`src/rtl/eth_rx_frame_ctrl.sv`:
```
// RMII receive frame sequencer: preamble/SFD hunt, byte write-through (1-cycle latency), length/CRC qualification.
// No backpressure: the frame buffer must accept every Wr_En. Optional DA filter under ETH_RX_MAC_FILTER_EN.
module eth_rx_frame_ctrl #(
  parameter int          pMIN_PRE     = 8,
  parameter int          pMIN_LEN     = 64,
  parameter int          pMAX_LEN     = 1518,
  parameter int          pCRC_LAT     = 3,
  parameter logic [31:0] pCRC_RESIDUE = 32'hC704DD7B,
  parameter logic [47:0] pMAC_ADDR    = 48'h02_00_00_00_00_01
) (
  input  logic        Clk,
  input  logic        Rst,
  input  logic        Crs_Dv,
  input  logic [1:0]  Rxd,
  input  logic        Byte_Rdy,
  input  logic [7:0]  Byte,
  input  logic [31:0] Crc_Recv,
  output logic        Rx_En,
  output logic        Crc_En,
  output logic        Wr_En,
  output logic [7:0]  Wr_Data,
  output logic        Frame_Done,
  output logic        Frame_Ok,
  output logic [10:0] Frame_Len,
`ifdef ETH_RX_MAC_FILTER_EN
  output logic [3:0]  Err
`else
  output logic [2:0]  Err
`endif
);

  typedef enum logic [1:0] {IDLE, PRE, DATA, CHECK} state_t;

  localparam logic [4:0]  MIN_PRE  = 5'(pMIN_PRE);
  localparam logic [10:0] MIN_LEN  = 11'(pMIN_LEN);
  localparam logic [10:0] MAX_LEN  = 11'(pMAX_LEN);
  localparam logic [7:0]  CHK_LAST = 8'(pCRC_LAT - 1);
  localparam logic [7:0]  CHK_END  = 8'(pCRC_LAT);

  state_t      state, next_state;
  logic [4:0]  pre_cnt;
  logic [10:0] len;
  logic        low_seen;
  logic [7:0]  chk_cnt;
  logic        oversize;
  logic        chk_fire;
  logic        runt;
  logic        crc_bad;

  assign runt    = len < MIN_LEN;
  assign crc_bad = Crc_Recv != pCRC_RESIDUE;

`ifdef ETH_RX_MAC_FILTER_EN
  logic [47:0] da_sr;
  logic        filtered;
  logic [3:0]  err_vec;

  // Frames too short to carry a full DA cannot match any address.
  assign filtered = (len < 11'd6) || !((da_sr == pMAC_ADDR) || (da_sr == 48'hFFFF_FFFF_FFFF));
  assign err_vec  = {filtered, oversize, runt, crc_bad};
`else
  logic [2:0]  err_vec;

  assign err_vec = {oversize, runt, crc_bad};
`endif

  always_ff @(posedge Clk) begin
    if (Rst) state <= IDLE;
    else     state <= next_state;
  end

  always_comb begin
    next_state = state;
    Rx_En      = 1'b0;
    Crc_En     = 1'b0;
    chk_fire   = 1'b0;
    case (state)
      IDLE: begin
        if (Crs_Dv && (Rxd == 2'b01)) next_state = PRE;
      end
      PRE: begin
        if (!Crs_Dv)              next_state = IDLE;
        else if (Rxd == 2'b11)    next_state = (pre_cnt >= MIN_PRE) ? DATA : IDLE;
        else if (Rxd != 2'b01)    next_state = IDLE;
      end
      DATA: begin
        Rx_En  = 1'b1;
        Crc_En = 1'b1;
        // One low cycle is the RMII CRS_DV toggle; two in a row is end of carrier.
        if (!Crs_Dv && low_seen) next_state = CHECK;
      end
      CHECK: begin
        if (chk_cnt == CHK_LAST) chk_fire = 1'b1;
        if (chk_cnt == CHK_END)  next_state = IDLE;
      end
      default: next_state = IDLE;
    endcase
  end

  always_ff @(posedge Clk) begin
    if (Rst) begin
      pre_cnt    <= 5'd0;
      len        <= 11'd0;
      low_seen   <= 1'b0;
      chk_cnt    <= 8'd0;
      oversize   <= 1'b0;
      Wr_En      <= 1'b0;
      Wr_Data    <= 8'd0;
      Frame_Done <= 1'b0;
      Frame_Ok   <= 1'b0;
      Frame_Len  <= 11'd0;
      Err        <= '0;
`ifdef ETH_RX_MAC_FILTER_EN
      da_sr      <= 48'd0;
`endif
    end else begin
      Wr_En      <= 1'b0;
      Frame_Done <= 1'b0;
      case (state)
        IDLE: begin
          pre_cnt  <= 5'd1;
          len      <= 11'd0;
          low_seen <= 1'b0;
          chk_cnt  <= 8'd0;
          oversize <= 1'b0;
`ifdef ETH_RX_MAC_FILTER_EN
          da_sr    <= 48'd0;
`endif
        end
        PRE: begin
          if ((Rxd == 2'b01) && (pre_cnt != 5'd31)) pre_cnt <= pre_cnt + 5'd1;
        end
        DATA: begin
          low_seen <= !Crs_Dv;
          if (Byte_Rdy) begin
            if (len != 11'h7FF) len <= len + 11'd1;
            if (len < MAX_LEN) begin
              Wr_En   <= 1'b1;
              Wr_Data <= Byte;
            end else begin
              oversize <= 1'b1;
            end
`ifdef ETH_RX_MAC_FILTER_EN
            if (len < 11'd6) da_sr <= {da_sr[39:0], Byte};
`endif
          end
        end
        CHECK: begin
          chk_cnt <= chk_cnt + 8'd1;
          if (chk_fire) begin
            Frame_Done <= 1'b1;
            Frame_Len  <= len;
            Err        <= err_vec;
            Frame_Ok   <= ~|err_vec;
          end
        end
        default: ;
      endcase
    end
  end

endmodule

```
`config.mk`:
```
export PLATFORM = sky130hd
export DESIGN_NAME = eth_rx_frame_ctrl
export DESIGN_NICKNAME = d
export VERILOG_FILES = /design/src/rtl/eth_rx_frame_ctrl.sv
export SDC_FILE = /design/constraint.sdc
export NUM_CORES = 1
export LEC_CHECK = 0
export CORE_UTILIZATION = 45
export DETAILED_ROUTE_END_ITERATION = 8
export DONT_BUFFER_PORTS = 1
export MAX_ROUTING_LAYER = met4
export PLACE_DENSITY = 0.65
export REMOVE_ABC_BUFFERS = 1
export SYNTH_ARGS = -nofsm -noshare
export SYNTH_HDL_FRONTEND = slang
export SYNTH_SLANG_ARGS = --single-unit
```
`constraint.sdc`:
```
create_clock -name Clk -period 5.3 [get_ports Clk]
set_input_delay 1.06 -clock Clk [delete_from_list [all_inputs] [get_ports Clk]]
set_output_delay 1.06 -clock Clk [all_outputs]
set_load 0.05 [all_outputs]
```
Word-level counts from Yosys, hierarchy flattened:

Cells that the tools add are included.

* reductions and logical operators: 18
* $lt $le $gt $ge: 3
* multiplexer cells: 23
* bitwise operators: 3
* equality and inequality tests: 19
* add/sub/neg operators: 3

Operator list (count)
* 32-bit != test (second input constant): 1
* 11-bit 2-to-1 mux: 2
* 11-bit case mux with 2 select lines: 1
* 8-bit by 2-bit equality test with 1-bit output (second input constant): 2
* 8-bit case mux with 2 select lines: 1
* 2-bit 2-to-1 mux: 7
* 2-bit != test (second input constant): 7
* 11-bit by 1-bit adder with 11-bit output (second input constant): 1
* 11-bit < comparator (second input constant): 1
* 11-bit by 7-bit < comparator with 1-bit output (second input constant): 1
* 11-bit != test (second input constant): 1
* 5-bit case mux with 2 select lines: 1
* 3-bit AND reduction: 3
* 8-bit by 1-bit adder with 8-bit output (second input constant): 1
* 2-bit case mux with 4 select lines: 1
* 1-bit 2-to-1 mux: 7
* 2-bit equality test (second input constant): 3
* 2-bit nonzero test: 3
* 3-bit OR reduction: 2
* 5-bit by 1-bit adder with 5-bit output (second input constant): 1
* 5-bit by 4-bit >= comparator with 1-bit output (second input constant): 1
* 5-bit 2-to-1 mux: 1
* 5-bit != test (second input constant): 1
* 2-bit by 1-bit equality test with 1-bit output (second input constant): 2
* other kinds (10): 17

* input bits: 46
* word-level logic and storage cells: 81
* output and inout port bits: 27
* bits in registers: 53

Logic depth before layout (Yosys ltp):

Gate-level depths: netlist of run 1.

* depth after elaboration: 5
* mapped depth: 8
* gate-level depth less buffers: 7

Least setup slack after synthesis of run 1:

OpenSTA, ideal clock, no wires.

* kind: register -> output
* from: register state[0]
* to: output Rx_En
* cell stages (with the launch flop): 4
* buffers on the path: 1
* required time: 4240 ps
* setup slack: 2895 ps
* arrival time: 1345 ps
* cells stage by stage: dfxtp_1 inv_1 ha_1 buf_4

* cells in the longest elaborated chain, start to end: 2

Ends and longest elaborated chain
* from (decl): line 40 `state_t state, next_state;`
* from (signal assigned): line 69 `else state <= next_state;`
* 2-bit equality test
* 1-bit 2-to-1 mux
* to (decl): line 18 `output logic Rx_En,`

No other way between the ends.

Worst setup path in the final report of run 1:

* from: register state[0]
* to: output Crc_En

* cells in the longest elaborated chain, start to end: 2

Ends and longest elaborated chain
* 2-bit equality test: line 77 `case (state)`
* 1-bit 2-to-1 mux: line 77
* to (decl): line 19 `output logic Crc_En,`

No other way between the ends.

==> parameters.txt, run 1 <==
Parameter                              Value

Yosys
  Area of the mapped netlist ... 2620 um2
  Most instantiated flip-flop cell in the synthesis netlist ... sky130_fd_sc_hd__dfxtp_1
  Count of flip-flops with a built-in enable after synthesis ... 0
  Average cell area after synthesis ... 9.42 um2
  Yosys warning count ... 0
  Total of flip-flops plus latches after synthesis ... 53
  Top cell type's share of synthesized area ... 0.405
  Proportion of register bits with asynchronous set or reset after synthesis ... 0
  Gate count after technology mapping ... 278
  Sequential-to-total area share from yosys stat ... 0.405
  Cell type with the highest aggregate area in the netlist ... sky130_fd_sc_hd__dfxtp_1
  Top area cells in the synthesized netlist ... sky130_fd_sc_hd__dfxtp_1 (41%), sky130_fd_sc_hd__mux2i_1 (8.8%), sky130_fd_sc_hd__nor2_1 (5.7%)
  Number of distinct library cells after synthesis ... 55

STA
  Setup TNS ... 0 ps
  Worst-case headroom to the max-slew limit ... 0.295
  Fmax ... 388 MHz
  Share of the cycle needed by the critical path after routing ... 0.486
  Setup violation total in the final timing report ... 0
  Slew @ Worst Pin ... 1040 ps
  Final hold violation count ... 0
  Number of pins with negative max-slew slack in the final report ... 0
  Setup slack after layout ... 2720 ps
  Fin Clk Skew ... 8.11 ps
  Min Tclk post-route ... 2580 ps
  Unrepaired setup endpoints after global routing ... false
  Final worst hold slack ... 527 ps

Clock network
  CTS HTree Levels ... 2
  Cell chosen for the clock root ... sky130_fd_sc_hd__clkbuf_8
  CTS sink cnt ... 53
  Cts bufs inserted ... 5
  Maximum root-to-sink buffer count ... 2
  Post-CTS Setup Bufs ... 0
  Post-CTS clock slew at the launch and capture registers of the worst setup and hold paths ... 90 ps
  Post-cts sizing count ... 0
  CTS tree ... built
  CTS hold repair buffers ... 0
  Clock insertion delay at the later pin of the skew report ... 300 ps

Critical path
  Critical Path Source Type ... flip-flop
  CP endpoint kind ... primary output
  FF-to-FF path depth ... 7
  Crit path arrival time ... 1520 ps
  Capture point of the worst reg-to-reg path ... pre_cnt[3]
  Critical register-to-register path startpoint ... pre_cnt[0]
  Data required time at the worst endpoint ... 4240 ps
  Worst Setup SP ... state[0]
  R2r setup slk ... 2920 ps
  Critical path class ... flip-flop to primary output
  Maximum fanout along the worst path ... 13

Placement
  Port Buffer Count ... 0
  Cell count after placement ... 334
  DP Wirelength ... 3520 um
  Gpl congestion ... 0.837
  Pre-CTS setup slack ... 2750 ps
  Placed standard-cell area ... 2610 um2

Final layout
  Number of standard cells in the layout, taps in and fillers out ... 342
  Final layout net count ... 325
  Most common library cell in the layout ignoring fill and taps ... sky130_fd_sc_hd__dfxtp_1
  Share of the core filled with cells ... 0.491
  Design Area, Final ... 2720 um2
  Synthesis-to-layout area growth ... 3.82%
  Count of antenna diodes in the layout ... 0
  Ratio of cells with drive above 1 in the final layout ... 0.0630
  Most frequent cells in the layout ... sky130_fd_sc_hd__dfxtp_1 (53), sky130_fd_sc_hd__nor2_1 (40), sky130_fd_sc_hd__mux2i_1 (23), sky130_fd_sc_hd__a21oi_1 (12), sky130_fd_sc_hd__nand3_1 (11)

Floorplan
  Number of top-level pins ... 73
  Die height ... 78.3 um
  Area of the die ... 6130 um2
  Core area ... 5540 um2
  Width of the die ... 78.3 um
  Starting utilization of the core area ... 0.472
  Site row count ... 27

Power and ir drop
  Sum of internal, switching and leakage power ... 720 uW
  Maximum VDD drop ... 0.191 mV
  Cell leakage power ... 0.958 nW
  Power per standard cell area ... 265 nW/um2

GRT
  Total track usage ... 0.175
  Largest net degree at the start of global routing ... 50
  Number of global-route vias before repair ... 1795
  Global-route wire length before repair ... 8220 um
  Initial antenna violation count ... 0
  Remaining Overflow, GRT ... 0

Route
  # DRC ... 0
  Number of iterations in the first detailed-routing pass ... 4
  Average wire per standard cell ... 14.8 um
  Aggregate routed wire length ... 5050 um
  Iteration-0 DRC count of the detailed router ... 93
  Vias ... 1955
  Number of vias per cell after detailed routing ... 5.72
  Final ANT Viol Nets ... 0

Min path
  Worst hold path stage count ... 2
  Class of the tightest hold or removal check ... flip-flop to flip-flop

Outcome
  Run status ... completed

Flow run
  Max-cap violation count ... 0
-- worst max-delay path by stage --
stage                            end  slack (ps)
after floorplan               len[9]        2650
after global placement    pre_cnt[3]        2900
after detailed placement  pre_cnt[3]        2750
after CTS                     Crc_En        2720
after global routing      pre_cnt[3]        2630
final                         Crc_En        2720
-- metal layers --
metal | global-route usage | up-vias | part of all wire
li1 | - | 986 | -
met1 | 0.221 | 907 | 0.48
met2 | 0.263 | 57 | 0.45
met3 | 0.0616 | 5 | 0.062
met4 | 0.0500 | 0 | 0.0085
met5 | - | - | 0
-- cell families (layout without fill, tap and decap cells) --
| logic type | Yosys count | in the layout | synth area share |
|---|---|---|---|
| adders and majority gates | 10 | 10 | 0.0478 |
| and+or+nand+nor | 113 | 113 | 0.236 |
| AOI/OAI and AO/OA | 44 | 44 | 0.135 |
| DFF | 53 | 53 | 0.405 |
| muxes | 23 | 23 | 0.0880 |
| xor gates and xnor gates | 9 | 9 | 0.0301 |
| buffers and inverters | 26 | 18 | 0.0574 |
-- synthesized netlist by cell type, drive strengths merged, types with 2 or more instances --
cell,instances
nand2b,2
a41oi,2
a31oi,5
buf,11
and2,2
and4b,2
mux2i,23
a21o,2
a311oi,4
dfxtp,53
nand3b,2
and3,5
or4,2
clkbuf,6
ha,10
nand4b,5
nand3,11
nand2,9
nor2b,3
nor4,4
xor2,7
nor2,41
nor3b,4
inv,9
nor3,8
and4,2
nor4bb,3
a211oi,3
a41o,2
a21oi,12
nand4,4
xnor2,2
o21ai,4
-- report_power, final --
part / switching [mW] / leakage, nW / total [mW] / internal [mW]
logic: 0.0254 / 0.475 / 0.0418 / 0.0164
clock network: 0.132 / 0.0554 / 0.274 / 0.142
registers: 0.00331 / 0.427 / 0.404 / 0.401
-- area by class of cell --
type	instances	area, um2
clock buffer	6	72.6
clock inverter	2	38.8
fill	538	2820
inverter	9	33.8
multi-input combinational	199	1410
sequential	53	1060
tap	72	90.1
timing repair buffer	1	7.51
-- state kept, by name (all words and copies together) (netlist names), named ones only --
| signal | count |
|---|---|
| Err | 3 |
| Frame_Done | 1 |
| Frame_Len | 11 |
| Frame_Ok | 1 |
| Wr_Data | 8 |
| Wr_En | 1 |
| chk_cnt | 8 |
| len | 11 |
| low_seen | 1 |
| oversize | 1 |
| pre_cnt | 5 |
| state | 1 |
-- worst max-delay path: stages (launching register included) --
cell	delay [ps]
sky130_fd_sc_hd__dfxtp_1	330
sky130_fd_sc_hd__inv_1	170
sky130_fd_sc_hd__ha_1	300
sky130_fd_sc_hd__buf_4	400
Note: power is estimated with default switching activity, not from simulation.
==> inputs of run 2 (changes only) <==
Settings changed: ABC_AREA set to 1, PLACE_DENSITY 0.65 to 0.67.
Clock period 5.3 ns to 2.3 ns, I/O delays scaled along.
==> parameters.txt, run 2 <==
Parameter                              Value

GRT
  Total track usage ... 0.197 (+0.0227)
  Largest net degree at the start of global routing ... 20 (-60%)
  Remaining Overflow, GRT ... 0 (unchanged)
  Number of global-route vias before repair ... 2175 (+21%)
  Global-route wire length before repair ... 9540 um (+16%)
  Initial antenna violation count ... 0 (unchanged)

Clock network
  Post-CTS clock slew at the launch and capture registers of the worst setup and hold paths ... 90 ps (about the same)
  Clock insertion delay at the later pin of the skew report ... 300 ps (about the same)
  Cts bufs inserted ... 5 (unchanged)
  Post-cts sizing count ... 0 (unchanged)
  CTS sink cnt ... 53 (unchanged)
  Post-CTS Setup Bufs ... 0 (unchanged)
  Cell chosen for the clock root ... sky130_fd_sc_hd__clkbuf_8
  Maximum root-to-sink buffer count ... 2 (unchanged)
  CTS tree ... built
  CTS hold repair buffers ... 0 (unchanged)
  CTS HTree Levels ... 2 (unchanged)

Critical path
  Cells traversed along the worst timing path ... inv_1, ha_1, buf_4
  CP endpoint kind ... primary output
  Cell at the slowest stage of the critical path ... sky130_fd_sc_hd__dfxtp_1
  Stage delay of the slowest cell on the critical path ... 360 ps (-40 ps)
  Critical Path Source Type ... flip-flop
  R2r setup slk ... 560 ps (-2360 ps)
  Crit path arrival time ... 1410 ps (-110 ps)
  Data required time at the worst endpoint ... 1840 ps (-2400 ps)
  Maximum fanout along the worst path ... 5 (-8)
  Buf+Inv Stages, Crit Path ... 2 (unchanged)
  Gate family responsible for the most delay along the worst path ... buffers and inverters
  Critical path class ... flip-flop to primary output

Floorplan
  Width of the die ... 79.2 um (+1.3%)
  Die height ... 79.2 um (+1.3%)
  Core area ... 5640 um2 (+1.8%)
  Number of top-level pins ... 73 (unchanged)
  Area of the die ... 6280 um2 (+2.5%)
  Starting utilization of the core area ... 0.476 (+0.00349)
  Site row count ... 27 (unchanged)

Flow run
  Max-cap violation count ... 0 (unchanged)

Placement
  DP Wirelength ... 4200 um (+19%)
  Gpl congestion ... 0.882 (+5.4%)
  Port Buffer Count ... 0 (unchanged)

Final layout
  Count of antenna diodes in the layout ... 0 (unchanged)
  Sequential cell area in the final layout ... 1060 um2 (unchanged)
  Multi-input gate area ... 1400 um2 (-1.3%)
  Synthesis-to-layout area growth ... 5.87%
  Final layout net count ... 415 (+28%)
  Most common library cell in the layout ignoring fill and taps ... sky130_fd_sc_hd__nand2_1
  Most frequent cells in the layout ... sky130_fd_sc_hd__nand2_1 (61), sky130_fd_sc_hd__dfxtp_1 (53), sky130_fd_sc_hd__nor2_1 (45), sky130_fd_sc_hd__inv_1 (39), sky130_fd_sc_hd__a21oi_1 (27)
  Fill cells ... 564 (+4.8%)
  Largest regs ... Frame_Len (11), len (11)
  Ratio of cells with drive above 1 in the final layout ... 0.133 (+0.0704)

Route
  Number of vias per cell after detailed routing ... 5.25 (-8.1%)
  Number of iterations in the first detailed-routing pass ... 8 (+4)
  Final ANT Viol Nets ... 0 (unchanged)
  Aggregate routed wire length ... 5620 um (+11%)
  Average wire per standard cell ... 13.0 um (-12%)
  Iteration-0 DRC count of the detailed router ... 181 (+95%)
  Vias ... 2269 (+16%)
  # DRC ... 0 (unchanged)

STA
  Unrepaired setup endpoints after global routing ... false
  Final hold violation count ... 0 (unchanged)
  Setup TNS ... 0 ps (unchanged)
  Final worst hold slack ... 201 ps (-326 ps)
  Setup violation total in the final timing report ... 0 (unchanged)
  Min Tclk post-route ... 1870 ps
  Fin Clk Skew ... 5.23 ps (-2.88 ps)
  Fmax ... 535 MHz
  Worst-case headroom to the max-slew limit ... 0.625 (+0.330)
  Share of the cycle needed by the critical path after routing ... 0.813
  Number of pins with negative max-slew slack in the final report ... 0 (unchanged)
  Slew @ Worst Pin ... 561 ps (-482 ps)

Yosys
  Gate count after technology mapping ... 358 (+29%)
  Top area cells in the synthesized netlist ... sky130_fd_sc_hd__dfxtp_1 (40%), sky130_fd_sc_hd__nand2_1 (8.5%), sky130_fd_sc_hd__nor2_1 (6.3%)
  Average cell area after synthesis ... 7.50 um2 (-20%)
  Sequential-to-total area share from yosys stat ... 0.395 (-0.0102)
  Top cell type's share of synthesized area ... 0.395 (-0.0102)
  Proportion of register bits with asynchronous set or reset after synthesis ... 0 (unchanged)
  Most frequent cells after synthesis ... sky130_fd_sc_hd__nand2_1 (61), sky130_fd_sc_hd__dfxtp_1 (53), sky130_fd_sc_hd__nor2_1 (45)
  Most instantiated flip-flop cell in the synthesis netlist ... sky130_fd_sc_hd__dfxtp_1
  Library cell with the highest instance count after synthesis ... sky130_fd_sc_hd__nand2_1
  Count of flip-flops with a built-in enable after synthesis ... 0 (unchanged)
  Yosys warning count ... 0 (unchanged)
  Number of distinct library cells after synthesis ... 34 (-38%)
  Cell type with the highest aggregate area in the netlist ... sky130_fd_sc_hd__dfxtp_1
  Area of the mapped netlist ... 2690 um2 (+2.6%)
  Total of flip-flops plus latches after synthesis ... 53 (unchanged)

Min path
  Class of the tightest hold or removal check ... input pin to flip-flop

Outcome
  Run status ... completed

Power and ir drop
  Maximum VDD drop ... 0.327 mV (+71%)
  Power per standard cell area ... 804 nW/um2 (+200%)
  Cell leakage power ... 1.15 nW (+20%)
==> run 2: cell count changes after synthesis, moves of 6 or more <==
cell	previous run	this run
sky130_fd_sc_hd__nand2_2	0	9
sky130_fd_sc_hd__o21ai_1	0	14
sky130_fd_sc_hd__nand3_1	11	17
sky130_fd_sc_hd__a21oi_2	0	8
sky130_fd_sc_hd__xor2_1	7	0
sky130_fd_sc_hd__a21oi_1	12	27
sky130_fd_sc_hd__nand2_1	9	61
sky130_fd_sc_hd__o21ai_0	4	12
sky130_fd_sc_hd__inv_1	9	39
sky130_fd_sc_hd__inv_2	0	7
sky130_fd_sc_hd__nand4_1	4	17
sky130_fd_sc_hd__mux2i_1	23	0
==> run 2: layer usage <==
layer / track usage / up-vias / wire length (um)
met4: 0.0600 / 0 / 48
met5: - / - / 0
met1: 0.222 / 1014 / 2520
met3: 0.0540 / 8 / 415
met2: 0.340 / 68 / 2630
li1: - / 1179 / -
==> run 2: area by class of cell <==
| cell class | count | share of cell area |
|---|---|---|
| well taps | 72 | 0.0317 |
| clock inverters | 1 | 0.00176 |
| inverters | 46 | 0.0607 |
| multi-input cells | 250 | 0.491 |
| repair buffers | 3 | 0.00792 |
| clock buffers | 7 | 0.0339 |
| flip-flops and latches | 53 | 0.373 |
==> run 2: final timing paths <==
check,from,endpoint,cells after the start
max,state[0],Crc_En,3
min,Rst,Wr_Data[7],1
max reg2reg,pre_cnt[0],pre_cnt[2],10
min reg2reg,pre_cnt[1],pre_cnt[1],2
==> run 2: cell families after synthesis <==
family,after synthesis,share of synthesized area
AO/OA/AOI/OAI,68,0.153
XOR/XNOR,1,0.00326
adder cells (fa/ha/maj),10,0.0466
buffers and inverters,55,0.0853
flip-flops,53,0.395
AND/OR/NAND/NOR,171,0.316
==> run 2: through the flow <==
| stage | std cells | area (um2) | setup slack, ps | utilization | total power [mW] |
|---|---|---|---|---|---|
| floorplan | 349 | 2630 | 49.6 | - | 1.60 |
| CTS | 432 | 2840 | 423 | 0.504 | 2.30 |
| finish | 432 | 2840 | 430 | 0.504 | 2.28 |
| detailed placement | 424 | 2740 | 615 | 0.486 | 1.73 |
| global route | 432 | 2840 | 329 | 0.504 | 2.43 |
| global placement | 424 | 2740 | 650 | 0.486 | 1.72 |
==> run 2: where the power goes <==
part           switching, mW  internal (mW)
combinational          0.454          0.198
sequential            0.0829          0.976
clock                  0.302          0.273
total                  0.838           1.45
==> inputs of run 3 (changes only) <==
Settings changed: PLACE_DENSITY 0.67 to 0.65.
Clock period 2.3 ns to 1.8 ns, I/O delays scaled along.
==> parameters.txt, run 3 (synthesis results as in run 2) <==
Parameter                              Value

Final layout
  Largest regs ... Frame_Len (11), len (11)
  Share of the core filled with cells ... 0.511 (+0.00665)
  Final layout net count ... 417 (+0.48%)
  Fill cells ... 572 (+1.4%)
  Most common library cell in the layout ignoring fill and taps ... sky130_fd_sc_hd__nand2_1
  Ratio of cells with drive above 1 in the final layout ... 0.155 (+0.0214)
  Synthesis-to-layout area growth ... 7.27%
  Count of antenna diodes in the layout ... 0 (unchanged)
  Most frequent cells in the layout ... sky130_fd_sc_hd__nand2_1 (61), sky130_fd_sc_hd__dfxtp_1 (52), sky130_fd_sc_hd__nor2_1 (43), sky130_fd_sc_hd__inv_1 (38), sky130_fd_sc_hd__a21oi_1 (27)

Route
  Aggregate routed wire length ... 5650 um (+0.53%)
  # DRC ... 0 (unchanged)
  Vias ... 2281 (+0.53%)
  Final ANT Viol Nets ... 0 (unchanged)
  Number of iterations in the first detailed-routing pass ... 4 (-4)
  Number of vias per cell after detailed routing ... 5.26 (about the same)
  Iteration-0 DRC count of the detailed router ... 98 (-46%)
  Average wire per standard cell ... 13.0 um (about the same)

Floorplan
  Area of the die ... 6280 um2 (unchanged)
  Number of top-level pins ... 73 (unchanged)
  Core area ... 5640 um2 (unchanged)
  Die height ... 79.2 um (unchanged)
  Site row count ... 27 (unchanged)
  Starting utilization of the core area ... 0.476 (unchanged)
  Width of the die ... 79.2 um (unchanged)

GRT
  Number of global-route vias before repair ... 2112 (-2.9%)
  Global-route wire length before repair ... 9250 um (-3.0%)
  Remaining Overflow, GRT ... 0 (unchanged)
  Total track usage ... 0.191 (-0.00606)
  Largest net degree at the start of global routing ... 20 (unchanged)
  Initial antenna violation count ... 0 (unchanged)

Min path
  Source of the worst hold timing path ... Rst
  Class of the tightest hold or removal check ... input pin to flip-flop
  Worst hold path stage count ... 1 (unchanged)

Critical path
  Critical path class ... flip-flop to flip-flop
  Crit path arrival time ... 1890 ps (+480 ps)
  CP endpoint kind ... flip-flop
  Maximum fanout along the worst path ... 3 (-2)
  FF-to-FF path depth ... 8 (-2)
  Data required time at the worst endpoint ... 2010 ps (+170 ps)
  Critical Path Source Type ... flip-flop

Clock network
  CTS sink cnt ... 53 (unchanged)
  Post-CTS clock slew at the launch and capture registers of the worst setup and hold paths ... 100 ps (about the same)
  CTS HTree Levels ... 2 (unchanged)
  Maximum root-to-sink buffer count ... 2 (unchanged)
  CTS hold repair buffers ... 0 (unchanged)
  Clock insertion delay at the later pin of the skew report ... 310 ps (about the same)
  Cts bufs inserted ... 5 (unchanged)
  Cell chosen for the clock root ... sky130_fd_sc_hd__clkbuf_8
  CTS tree ... built

STA
  Setup slack after layout ... 116 ps (-314 ps)
  Min Tclk post-route ... 1680 ps
  Final worst hold slack ... 94.7 ps (-106 ps)
  Final hold violation count ... 0 (unchanged)
  Number of pins with negative max-slew slack in the final report ... 0 (unchanged)
  Share of the cycle needed by the critical path after routing ... 0.936
  Fmax ... 594 MHz
  Slew @ Worst Pin ... 537 ps (-24.9 ps)
  Setup violation total in the final timing report ... 0 (unchanged)
  Unrepaired setup endpoints after global routing ... true
  Fin Clk Skew ... 10.1 ps (+4.91 ps)
  Worst-case headroom to the max-slew limit ... 0.642 (+0.0165)

Placement
  DP Wirelength ... 4180 um (-0.43%)
  Gpl congestion ... 0.832 (-5.8%)
  Port Buffer Count ... 0 (unchanged)
  Pre-CTS setup slack ... 48.0 ps (-567 ps)

Power and ir drop
  Internal power contribution ... 1.81 mW (+25%)
  Clk network pwr share ... 0.234 (-0.017)
  Sequential share of power ... 0.463 (about the same)
  Switching power as a share of total power ... 0.382 (+0.0155)
  Combinational power share ... 0.304 (+0.019)
  Switching pwr ... 1.12 mW (+34%)
  Power per standard cell area ... 1020 nW/um2 (+27%)
  Maximum VDD drop ... 0.540 mV (+65%)
  Cell leakage power ... 1.17 nW (+1.9%)

Outcome
  Run status ... completed

Flow run
  Max-cap violation count ... 0 (unchanged)
-- run 3: cell count changes in the layout (fill, tap and decap cells not counted), moves of 2 or more --
cell	previous run	this run
sky130_fd_sc_hd__clkbuf_8	7	5
sky130_fd_sc_hd__clkinv_4	0	2
sky130_fd_sc_hd__nor2_1	45	43
sky130_fd_sc_hd__nor2_2	0	2
-- run 3: layout make-up --
class,count,area (um2),area share
clock buffer,5,68.8,0.0239
clock inverter,3,22.5,0.00782
inverter,46,173,0.0599
multi-input combinational,250,1420,0.494
sequential,53,1060,0.369
tap,72,90.1,0.0313
timing repair buffer,5,41.3,0.0143
-- run 3: critical path: stages, from the launching register on --
cell                      delay [ps]
sky130_fd_sc_hd__dfxtp_1         410
sky130_fd_sc_hd__inv_1           100
sky130_fd_sc_hd__ha_1            330
sky130_fd_sc_hd__nor3_2          240
sky130_fd_sc_hd__nand2_1         140
sky130_fd_sc_hd__nor3_4          170
sky130_fd_sc_hd__nand3_1         100
sky130_fd_sc_hd__nand2_1          70
sky130_fd_sc_hd__nor2_1           30
-- run 3: what timing repair did --
action | 4_1_cts | 5_1_grt
setup buffers | 0 | 0
cloned | 0 | 0
pin swaps | 0 | 1
endpoints found under the setup margin | 2 | 29
gates resized for setup | 1 | 8
-- run 3: worst paths after layout --
kind                      to  slack [ps]
setup reg to reg  chk_cnt[7]         120
hold reg to reg   chk_cnt[0]         490
setup / recovery  chk_cnt[7]         120
hold / removal    Wr_Data[6]          90
-- run 3: power by group through the flow --
stage / logic [mW] / clock network, mW / registers [mW]
global placement: 0.833 / 0 / 1.38
floorplan: 0.677 / 0 / 1.37
detailed placement: 0.841 / 0 / 1.38
global route: 0.993 / 0.756 / 1.37
CTS: 0.852 / 0.722 / 1.35
finish: 0.891 / 0.685 / 1.36
-- run 3: stage by stage --
step                cells  setup TNS (ps)  total power, mW  instance area (um2)
CTS                   434               0             2.93                 2850
detailed placement    426               0             2.22                 2760
finish                434               0             2.93                 2880
global route          434           -99.5             3.12                 2880
global placement      426               0             2.21                 2760
floorplan             349           -8590             2.04                 2630
-- run 3: metal layers --
layer	global-route usage	vias up	wire length [um]
met2	0.304	55	2630
met5	-	-	0
met1	0.236	1039	2600
met4	0.0600	0	57
li1	-	1181	-
met3	0.0517	6	356
